### src/rtl/maxnet_pkg.sv
// Shared types and defaults for the MAXNET winner-take-all controller.
package maxnet_pkg;

  typedef enum logic [1:0] {
    IDLE,
    CHECK,
    ITER,
    DONE
  } state_t;

  localparam int unsigned NCAND             = 4;
  localparam int unsigned W_DEFAULT         = 8;
  localparam int unsigned EPS_SHIFT_DEFAULT = 3;
  localparam int unsigned MAX_ITER_DEFAULT  = 32;

  function automatic logic [2:0] count_nz(input logic [NCAND-1:0] v);
    logic [2:0] n;
    n = '0;
    for (int unsigned i = 0; i < NCAND; i++) begin
      n = n + 3'(v[i]);
    end
    return n;
  endfunction

endpackage

### src/rtl/maxnet_pe.sv
// One candidate's lateral-inhibition update: x - ((S - x) >> EPS_SHIFT), clamped at 0.
module maxnet_pe
  import maxnet_pkg::*;
#(
  parameter int unsigned W         = W_DEFAULT,
  parameter int unsigned EPS_SHIFT = EPS_SHIFT_DEFAULT
) (
  input  logic [W-1:0] x_i,
  input  logic [W+1:0] sum_i,
  output logic [W-1:0] x_o
);

  logic signed [W+2:0] rest;
  logic signed [W+2:0] inh;
  logic signed [W+2:0] res;

  always_comb begin
    rest = $signed({1'b0, sum_i}) - $signed({3'b000, x_i});
    inh  = rest >>> EPS_SHIFT;
    res  = $signed({3'b000, x_i}) - inh;
    x_o  = (res < 0) ? '0 : res[W-1:0];
  end

endmodule

### src/rtl/maxnet_ctrl.sv
// Four-candidate MAXNET winner-take-all search controller.
// Define MAXNET_ITER_COUNT_EN to expose the executed iteration count on iter_cnt.
module maxnet_ctrl
  import maxnet_pkg::*;
#(
  parameter int unsigned W         = W_DEFAULT,
  parameter int unsigned EPS_SHIFT = EPS_SHIFT_DEFAULT,
  parameter int unsigned MAX_ITER  = MAX_ITER_DEFAULT
) (
  input  logic                 CLK,
  input  logic                 CLR,
  input  logic                 start,
  input  logic [NCAND*W-1:0]   in_vec,
  output logic                 busy,
  output logic                 done,
  output logic [1:0]           winner,
`ifdef MAXNET_ITER_COUNT_EN
  output logic                 tie,
  output logic [7:0]           iter_cnt
`else
  output logic                 tie
`endif
);

  state_t                    state_q, state_d;
  logic [NCAND-1:0][W-1:0]   x_q, x_d, x_nxt;
  logic [7:0]                cnt_q, cnt_d;
  logic [1:0]                winner_q, winner_d;
  logic                      tie_q, tie_d;
  logic [W+1:0]              sum;
  logic [NCAND-1:0]          nz_vec;
  logic [2:0]                nz;

  always_comb begin
    sum    = '0;
    nz_vec = '0;
    for (int unsigned i = 0; i < NCAND; i++) begin
      sum       = sum + (W+2)'(x_q[i]);
      nz_vec[i] = |x_q[i];
    end
    nz = count_nz(nz_vec);
  end

  for (genvar g = 0; g < NCAND; g++) begin : g_pe
    maxnet_pe #(
      .W        (W),
      .EPS_SHIFT(EPS_SHIFT)
    ) u_pe (
      .x_i  (x_q[g]),
      .sum_i(sum),
      .x_o  (x_nxt[g])
    );
  end

  // winner/tie change only when a result is produced, so they hold past DONE.
  always_comb begin
    state_d  = state_q;
    x_d      = x_q;
    cnt_d    = cnt_q;
    winner_d = winner_q;
    tie_d    = tie_q;
    case (state_q)
      IDLE: begin
        if (start) begin
          x_d     = in_vec;
          cnt_d   = '0;
          state_d = CHECK;
        end
      end
      CHECK: begin
        if (nz == 3'd1) begin
          tie_d    = 1'b0;
          winner_d = '0;
          for (int unsigned i = 0; i < NCAND; i++) begin
            if (nz_vec[i]) winner_d = 2'(i);
          end
          state_d = DONE;
        end else if (nz == 3'd0 || cnt_q == 8'(MAX_ITER)) begin
          tie_d    = 1'b1;
          winner_d = '0;
          state_d  = DONE;
        end else begin
          state_d = ITER;
        end
      end
      ITER: begin
        x_d     = x_nxt;
        cnt_d   = cnt_q + 8'd1;
        state_d = CHECK;
      end
      DONE:    state_d = IDLE;
      default: state_d = IDLE;
    endcase
  end

  always_ff @(posedge CLK or posedge CLR) begin
    if (CLR) begin
      state_q  <= IDLE;
      x_q      <= '0;
      cnt_q    <= '0;
      winner_q <= '0;
      tie_q    <= 1'b0;
    end else begin
      state_q  <= state_d;
      x_q      <= x_d;
      cnt_q    <= cnt_d;
      winner_q <= winner_d;
      tie_q    <= tie_d;
    end
  end

  assign busy   = (state_q != IDLE);
  assign done   = (state_q == DONE);
  assign winner = winner_q;
  assign tie    = tie_q;
`ifdef MAXNET_ITER_COUNT_EN
  assign iter_cnt = cnt_q;
`endif

endmodule

### config.mk
export PLATFORM = sky130hd
export DESIGN_NAME = maxnet_ctrl
export DESIGN_NICKNAME = d
export VERILOG_FILES = /design/src/rtl/maxnet_pkg.sv /design/src/rtl/maxnet_pe.sv /design/src/rtl/maxnet_ctrl.sv
export SDC_FILE = /design/constraint.sdc
export NUM_CORES = 1
export LEC_CHECK = 0
export ABC_AREA = 1
export CAP_MARGIN = 10
export CORE_MARGIN = 2
export CORE_UTILIZATION = 56
export CTS_CLUSTER_SIZE = 28
export DETAILED_ROUTE_END_ITERATION = 10
export PLACE_DENSITY_LB_ADDON = 0.1
export SLEW_MARGIN = 5
export SYNTH_ARGS = -nofsm -noshare
export SYNTH_HDL_FRONTEND = slang
export SYNTH_HIERARCHICAL = 1
export SYNTH_SLANG_ARGS = --single-unit
### constraint.sdc
create_clock -name CLK -period 5.9 [get_ports CLK]
set_input_delay 0.885 -clock CLK [delete_from_list [all_inputs] [get_ports CLK]]
set_output_delay 0.885 -clock CLK [all_outputs]
set_load 0.005 [all_outputs]
# Word level (Yosys, flattened, before mapping)
# Index checks and enable logic that the tools add are counted.
# word_totals
wordCells	64
reg_bits	45
out_inout_bits	5
# classes
addsub	15
reduce_logical	12
eq_ne	6
order_cmp	4
n_mux	19
# ops
cell	count
32-bit case mux with 2 select lines	1
10-bit by 8-bit subtractor with 11-bit output	4
10-bit by 1-bit < comparator with 1-bit output (second input constant)	4
8-bit two-way mux	5
9-bit by 8-bit subtractor with 10-bit output	4
32-bit two-way mux	1
8-bit OR reduction	4
8-bit case mux with 2 select lines	1
10-bit by 8-bit adder with 10-bit output	1
9-bit by 8-bit adder with 10-bit output	1
2-bit two-way mux	5
8-bit by 8-bit adder with 9-bit output	1
8-bit by 1-bit adder with 8-bit output (second input constant)	1
8-bit by 6-bit equality test with 1-bit output (second input constant)	1
2-bit case mux with 4 select lines	1
2-bit nonzero test	3
1-bit two-way mux	5
2-bit equality test (second input constant)	2
2-bit AND reduction	2
2-bit by 1-bit adder with 3-bit output	1
3-bit by 1-bit adder with 3-bit output	1
3-bit by 1-bit equality test with 1-bit output (second input constant)	1
3-bit zero test	1
1-bit by 1-bit adder with 2-bit output	1
4 further kinds	4

# Logic depth before layout (Yosys ltp)
# Gate-level depths: netlist of the first run.
# depth
depth_word	9
ltp_mapped	30
ltp_nobuf	30

# By module
# Netlist of the first run, hierarchy kept.
# by_module_without_submodules
module	cells_each	area_each_um2	n_inst
maxnet_ctrl	385	3025.4	1
maxnet_pe at g_pe[0].u_pe ...	165	888.4	3
maxnet_pe at g_pe[3].u_pe	164	887.1	1

# Worst setup path before layout of the first run
# OpenSTA, ideal clock, no wires.
# synth_path
path_type	register to register
from	reg x_q[1] in the netlist's numbering
to	reg x_q[28] in the netlist's numbering
t_required_ps	5769
setup_time_ps	131
stages_incl_launch_ff	27
path_slack_ps	1373
arrival_ps	4396
n_path_buf	0
cell_sequence	dfrtp_1 > inv_1 > fa_1 > inv_1 > fa_1 > ha_1 > fa_1 > a31oi_1 > xnor2_1 > ha_1 > a21oi_1 > nand2_1 > a21oi_1 > xor2_1 > ha_1 > nand2_1 > inv_1 > nand2_1 > nand2_1 > nand2_1 > nand2_1 > nor2_1 > nand2_2 > nand2_4 > nor2_1 > nand2_1 > o211ai_1
# synth_lines
element	line_no	rtl
start, declared	maxnet_ctrl.sv:26	logic [NCAND-1:0][W-1:0] x_q, x_d, x_nxt;
start signal, assigned	maxnet_ctrl.sv:99	x_q <= '0;
start signal, assigned	maxnet_ctrl.sv:105	x_q <= x_d;

==> results.json, run 1 <==
{
  "status": "complete, no violations",
  "hold_class": "reg -> reg",
  "grt_pass1_wl_um": 28170,
  "grt_pass1_vias": 6042,
  "grt_max_degree": 46,
  "cpLargestDelayFamily": "adder cells",
  "cap_violations": 0,
  "dieArea_um2": 12630,
  "setup_tns_ps": 0,
  "placedCellCount": 1217,
  "routed_wl_um": 17090,
  "dr.pass1.iters": 6,
  "finClkSkew_ps": 6.366,
  "synth_area_um2": 6578,
  "post_drt_wl_per_cell_um": 13.95,
  "cp_slowest_cell": "xor2_1",
  "clock-sinks": 45,
  "grt.met2_usage_pct": 46.91,
  "worstSetupEndpointType": "flop",
  "syn_to_final_growth_pct": 9.701,
  "r2r_slack_ps": 560,
  "dp_hpwl_um": 13510,
  "post_cts_buffers": 0,
  "timing.rr.start": "x_q[1]",
  "path_buf_inv": 2,
  "floorplan.initialDensity_pct": 57.60,
  "antenna_found_initial": 0,
  "core_region_area_um2": 11420,
  "worstSkewPairLatency_ps": 300,
  "final_net_count": 1214,
  "viasPerCell": 5.264,
  "route.vias.total": 6449,
  "synth_cell_type_count": 27,
  "yosysWarnings": 6,
  "path_clk_slew_ps": 70,
  "drive_above_1_share_pct": 2.495,
  "clock-root-buffer": "clkbuf_16",
  "clock.fmax_ghz": 0.1873,
  "max_stage_delay_ps": 600,
  "numCtsBuffers": 5,
  "slew_viol_final": 0,
  "relSlewSlack_pct": 29.66,
  "syn_area_per_cell_um2": 6.300,
  "crit_path_max_fanout": 8,
  "path_common_cell": "nand2_1",
  "first_iter_violations": 478,
  "fp.dieW_um": 112.4,
  "period_needed_ps": 5339,
  "crit_path_start_kind": "flop",
  "use_met3_pct": 3.618,
  "clk_path_buf_depth": 2,
  "htreeDepth": 2,
  "io_buffers": 39,
  "r2r_end": "x_q[4]",
  "grtUsageTotal_pct": 27.62,
  "tightest_slew_ps": 1054,
  "ant_nets": 0,
  "n_fill_cell": 1140,
  "final_cell_area_um2": 7216,
  "worstSetupPathType": "reg -> reg",
  "min_path_cells": 2,
  "syn_nets": 1177,
  "diodes": 0,
  "r2r_cells": 25,
  "synthCells": 1044,
  "num_rows": 39,
  "stdcell_count": 1225,
  "cts_hold_buf": 0,
  "hp-start": "tie",
  "drc": 0,
  "seq_area_frac_synth_pct": 17.12,
  "ios": 40,
  "cts_tree": "done",
  "setup_viol": 0,
  "fin_crit_sh_pct": 90.49,
  "min_to": "tie",
  "final_common_cell": "nand2_1",
  "hold_viol": 0,
  "grt.busiest_layer": "met2",
  "overflow": 0,
  "rsz0062_at_grt": "false",
  "final_cell_mix": "nand2_1 (315), inv_1 (208), nor2_1 (114), ha_1 (77), nand3_1 (64)",
  "crit_required_ps": 6060,
  "die_h_um": 112.4,
  "use_met1_pct": 37.54,
  "cts_resized": 0,
  "placed_area_um2": 7073,
  "routabilityCongestion": 0.9411,
  "synth.ff_latch_count": 45,
  "cp_data_arrival_time_ps": 5490
}
[cells in the mapped netlist]
| master | number | share of area (%) |
|---|---|---|
| nand2_2 | 7 | 0.67 |
| o211ai_1 | 29 | 3.3 |
| xor2_1 | 37 | 4.9 |
| inv_1 | 209 | 12 |
| ha_1 | 77 | 15 |
| o21ai_0 | 15 | 1.1 |
| nor2_2 | 2 | 0.19 |
| a21o_1 | 2 | 0.23 |
| nand2_1 | 315 | 18 |
| a31oi_1 | 1 | 0.095 |
| nor2_1 | 114 | 6.5 |
| nand4_1 | 18 | 1.7 |
| nor3_1 | 6 | 0.46 |
| fa_1 | 21 | 6.4 |
| inv_2 | 3 | 0.17 |
| nand2_4 | 4 | 0.68 |
| a211oi_1 | 4 | 0.46 |
| a21oi_1 | 44 | 3.3 |
| xnor2_1 | 6 | 0.80 |
| buf_6 | 5 | 0.86 |
| o21ai_1 | 2 | 0.15 |
| o21bai_1 | 7 | 0.80 |
| nand3_1 | 64 | 4.9 |
| or2_2 | 1 | 0.095 |
| dfrtp_1 | 45 | 17 |
| o22ai_1 | 1 | 0.095 |
| buf_2 | 5 | 0.38 |
[state kept, by name, indices dropped and copies added, names as in the netlist]
register and cells:
winner 2, tie 1, cnt_q 8, state_q 2, x_q 32
[how the worst max path moves through the flow]
| stage | start | end | slack (ps) | depth (start not counted) |
|---|---|---|---|---|
| after detailed placement | x_q[1] | x_q[30] | 690 | 25 |
| after floorplan | x_q[1] | x_q[28] | 1370 | 26 |
| after global placement | x_q[12] | x_q[7] | 750 | 27 |
| final | x_q[1] | x_q[4] | 560 | 25 |
| after global routing | x_q[1] | x_q[1] | 190 | 27 |
| after CTS | x_q[1] | x_q[30] | 650 | 25 |
[cell type report]
type | count | area [um^2] | area share [%]
multi-input combinational | 777 | 4574 | 63.40
sequential | 45 | 1126 | 15.61
inverter | 212 | 795.8 | 11.03
timing repair buffer | 40 | 397.9 | 5.514
tap | 143 | 178.9 | 2.480
clock buffer | 5 | 125.1 | 1.734
clock inverter | 3 | 17.52 | 0.2428
[logic make-up after synthesis]
| logic type | Yosys count | share of synthesized area, % |
|---|---|---|
| buffers and inverters | 222 | 13.33 |
| AND/OR/NAND/NOR | 531 | 33.16 |
| AO/OA/AOI/OAI | 105 | 9.625 |
| XOR/XNOR | 43 | 5.726 |
| flip-flops | 45 | 17.12 |
| adder cells (fa/ha/maj) | 98 | 21.04 |
[stage by stage]
stage | setup slack (ps) | hold WS (ps) | util [%]
2_1_floorplan | 1373 | 465.4 | -
3_3_place_gp | 750.1 | 467.8 | 61.94
3_5_place_dp | 691.8 | 463.5 | 61.94
4_1_cts | 652.1 | 484.2 | 63.19
5_1_grt | 194.8 | 511.6 | 63.19
6_report | 561.4 | 476.8 | 63.19
[worst register-to-register path: stages, from the launching register on]
cell and delay [ps]:
dfrtp_1 380, inv_1 110, fa_1 560, inv_1 60, fa_1 450, ha_1 250, fa_1 450, xor2_1 600
ha_1 420, nand2_1 130, nor2_1 60, o21ai_0 250, nand3_1 110, nand2_1 80, nand2_1 50, ha_1 320
nand2_1 80, nand2_1 60, a21oi_1 160, nand2_1 70, nor2_1 110, nand2_2 70, nand2_4 130, nor2_1 60
nand2_1 80, o211ai_1 100
[metal layers]
metal	wire, um	vias up	share of wire [%]
met1	7971	2918	47
li1	-	3329	-
met5	0	-	0
met2	7825	175	46
met4	336	0	2.0
met3	956	27	5.6
Power of run 1 is left out: the tool's default activity adds up to more than one toggle a clock period on the data nets, which glitch-free logic cannot reach.
==> inputs of run 2 (changes only) <==
Settings changed: CTS_BUF_LIST from default to sky130_fd_sc_hd__clkbuf_2.
==> run 2 against run 1 <==
  * Worst hold slack better by 39 ps
  * Critical path depth unchanged
  * Wire length is 1.0% lower
  * Global-route usage is 0.17 points lower
  * Clock skew up 11 ps
  * First-iteration DRC count fell by 6.9%
  * Sequential share of layout area grew 0.22 points
  * Non-clock buffer count stayed put
  * Core utilization is 0.88 points lower
  * Maximum frequency increased by 0.86%
==> results.json, run 2 (synthesis results as in run 1) <==
{
  "status": "complete, no violations",
  "ant_nets": 0,
  "drc": 0,
  "crit_path_start_kind": "flop",
  "cp_data_arrival_time_ps": 5670,
  "core_region_area_um2": 11420,
  "floorplan.initialDensity_pct": 57.60,
  "route.vias.total": 6406,
  "cts_hold_buf": 0,
  "grt.met2_usage_pct": 46.95,
  "post_drt_wl_per_cell_um": 13.81,
  "cts_tree": "done",
  "grt.busiest_layer": "met2",
  "grt_max_degree": 46,
  "rsz0062_at_grt": "false",
  "largest_reg_flops": 32,
  "fin_crit_sh_pct": 89.71,
  "top_register": "x_q",
  "hold_class": "reg -> reg",
  "numCtsBuffers": 5,
  "grt_pass1_wl_um": 28010,
  "antenna_found_initial": 0,
  "overflow": 0,
  "period_needed_ps": 5293,
  "use_met3_pct": 3.780,
  "io_buffers": 39,
  "final_common_cell": "nand2_1",
  "placed_area_um2": 7073,
  "worst_slack_ps": 607.0,
  "num_rows": 39,
  "clock-root-buffer": "clkbuf_2",
  "setup_viol": 0,
  "worstSetupEndpointType": "flop",
  "htreeDepth": 2,
  "setup_tns_ps": 0,
  "post_cts_buffers": 0,
  "final_core_util_pct": 62.32,
  "dr.pass1.iters": 5,
  "final_net_count": 1214,
  "reg_top3": "x_q: 32 flops, cnt_q: 8 flops",
  "cap_violations": 0,
  "relSlewSlack_pct": 30.17,
  "clock-sinks": 45,
  "dieArea_um2": 12630,
  "clk_path_buf_depth": 2,
  "fp.dieW_um": 112.4,
  "crit_path_max_fanout": 8,
  "finClkSkew_ps": 17.79,
  "place_ws_ps": 691.8,
  "clock.fmax_ghz": 0.1889,
  "worstSkewPairLatency_ps": 490,
  "ios": 40,
  "routed_wl_um": 16910,
  "final_cell_mix": "nand2_1 (315), inv_1 (208), nor2_1 (114), ha_1 (77), nand3_1 (64)",
  "syn_to_final_growth_pct": 8.180,
  "r2r_slack_ps": 610,
  "hold_viol": 0,
  "drive_above_1_share_pct": 2.495,
  "routabilityCongestion": 0.9411,
  "tightest_slew_ps": 1046,
  "final_cell_area_um2": 7116,
  "use_met1_pct": 37.39,
  "viasPerCell": 5.229,
  "grtUsageTotal_pct": 27.44,
  "die_h_um": 112.4,
  "cts_resized": 0,
  "grt_pass1_vias": 6021,
  "dp_hpwl_um": 13510,
  "crit_required_ps": 6270,
  "diodes": 0,
  "first_iter_violations": 445,
  "path_clk_slew_ps": 270,
  "worstSetupPathType": "reg -> reg",
  "slew_viol_final": 0
}
==> run 2: cell count changes in the layout (fill, tap and decap cells not counted) <==
cell / delta
clkbuf_16: -5
clkbuf_2: +5
==> run 2: critical path, stage by stage, from the launching register on <==
cell and delay [ps]:
dfrtp_1 450, inv_1 110, fa_1 550, inv_1 60, fa_1 450, ha_1 250
fa_1 430, xor2_1 580, ha_1 410, nand2_1 130, nor2_1 60, o21ai_0 250
nand3_1 110, nand2_1 80, nand2_1 50, ha_1 320, nand2_1 80, nand2_1 60
a21oi_1 160, nand2_1 70, nor2_1 110, nand2_2 70, nand2_4 130, nor2_1 50
nand2_1 70, o211ai_1 100
==> run 2: through the flow <==
step	std cells	hold WS [ps]
finish	1225	516.2
global route	1225	551.9
CTS	1225	523.5
detailed placement	1217	463.5
global placement	1217	467.8
floorplan	1044	465.4
==> run 2: path summary, 6_finish.rpt <==
path                        start  endpoint  cells after the start
min in group asynchronous     CLR   x_q[27]                      2
min reg2reg                   tie       tie                      2
max reg2reg                x_q[1]    x_q[4]                     25
max in group asynchronous     CLR    x_q[1]                      2
min                           tie       tie                      2
max                        x_q[1]    x_q[4]                     25
==> run 2: cell type report <==
| cell class | instances | area (um^2) |
|---|---|---|
| clock buffers | 5 | 25.02 |
| clock inverters | 3 | 17.52 |
| fillers | 1166 | 4303 |
| inverters | 212 | 795.8 |
| multi-input cells | 777 | 4574 |
| flip-flops and latches | 45 | 1126 |
| well taps | 143 | 178.9 |
| repair buffers | 40 | 397.9 |
==> run 2: metal layers <==
metal	up-vias	wire length, um
met5	-	0
met4	0	265
met3	25	868
met2	143	7732
met1	2904	8047
li1	3334	-
Power of run 2 is left out for the same reason.
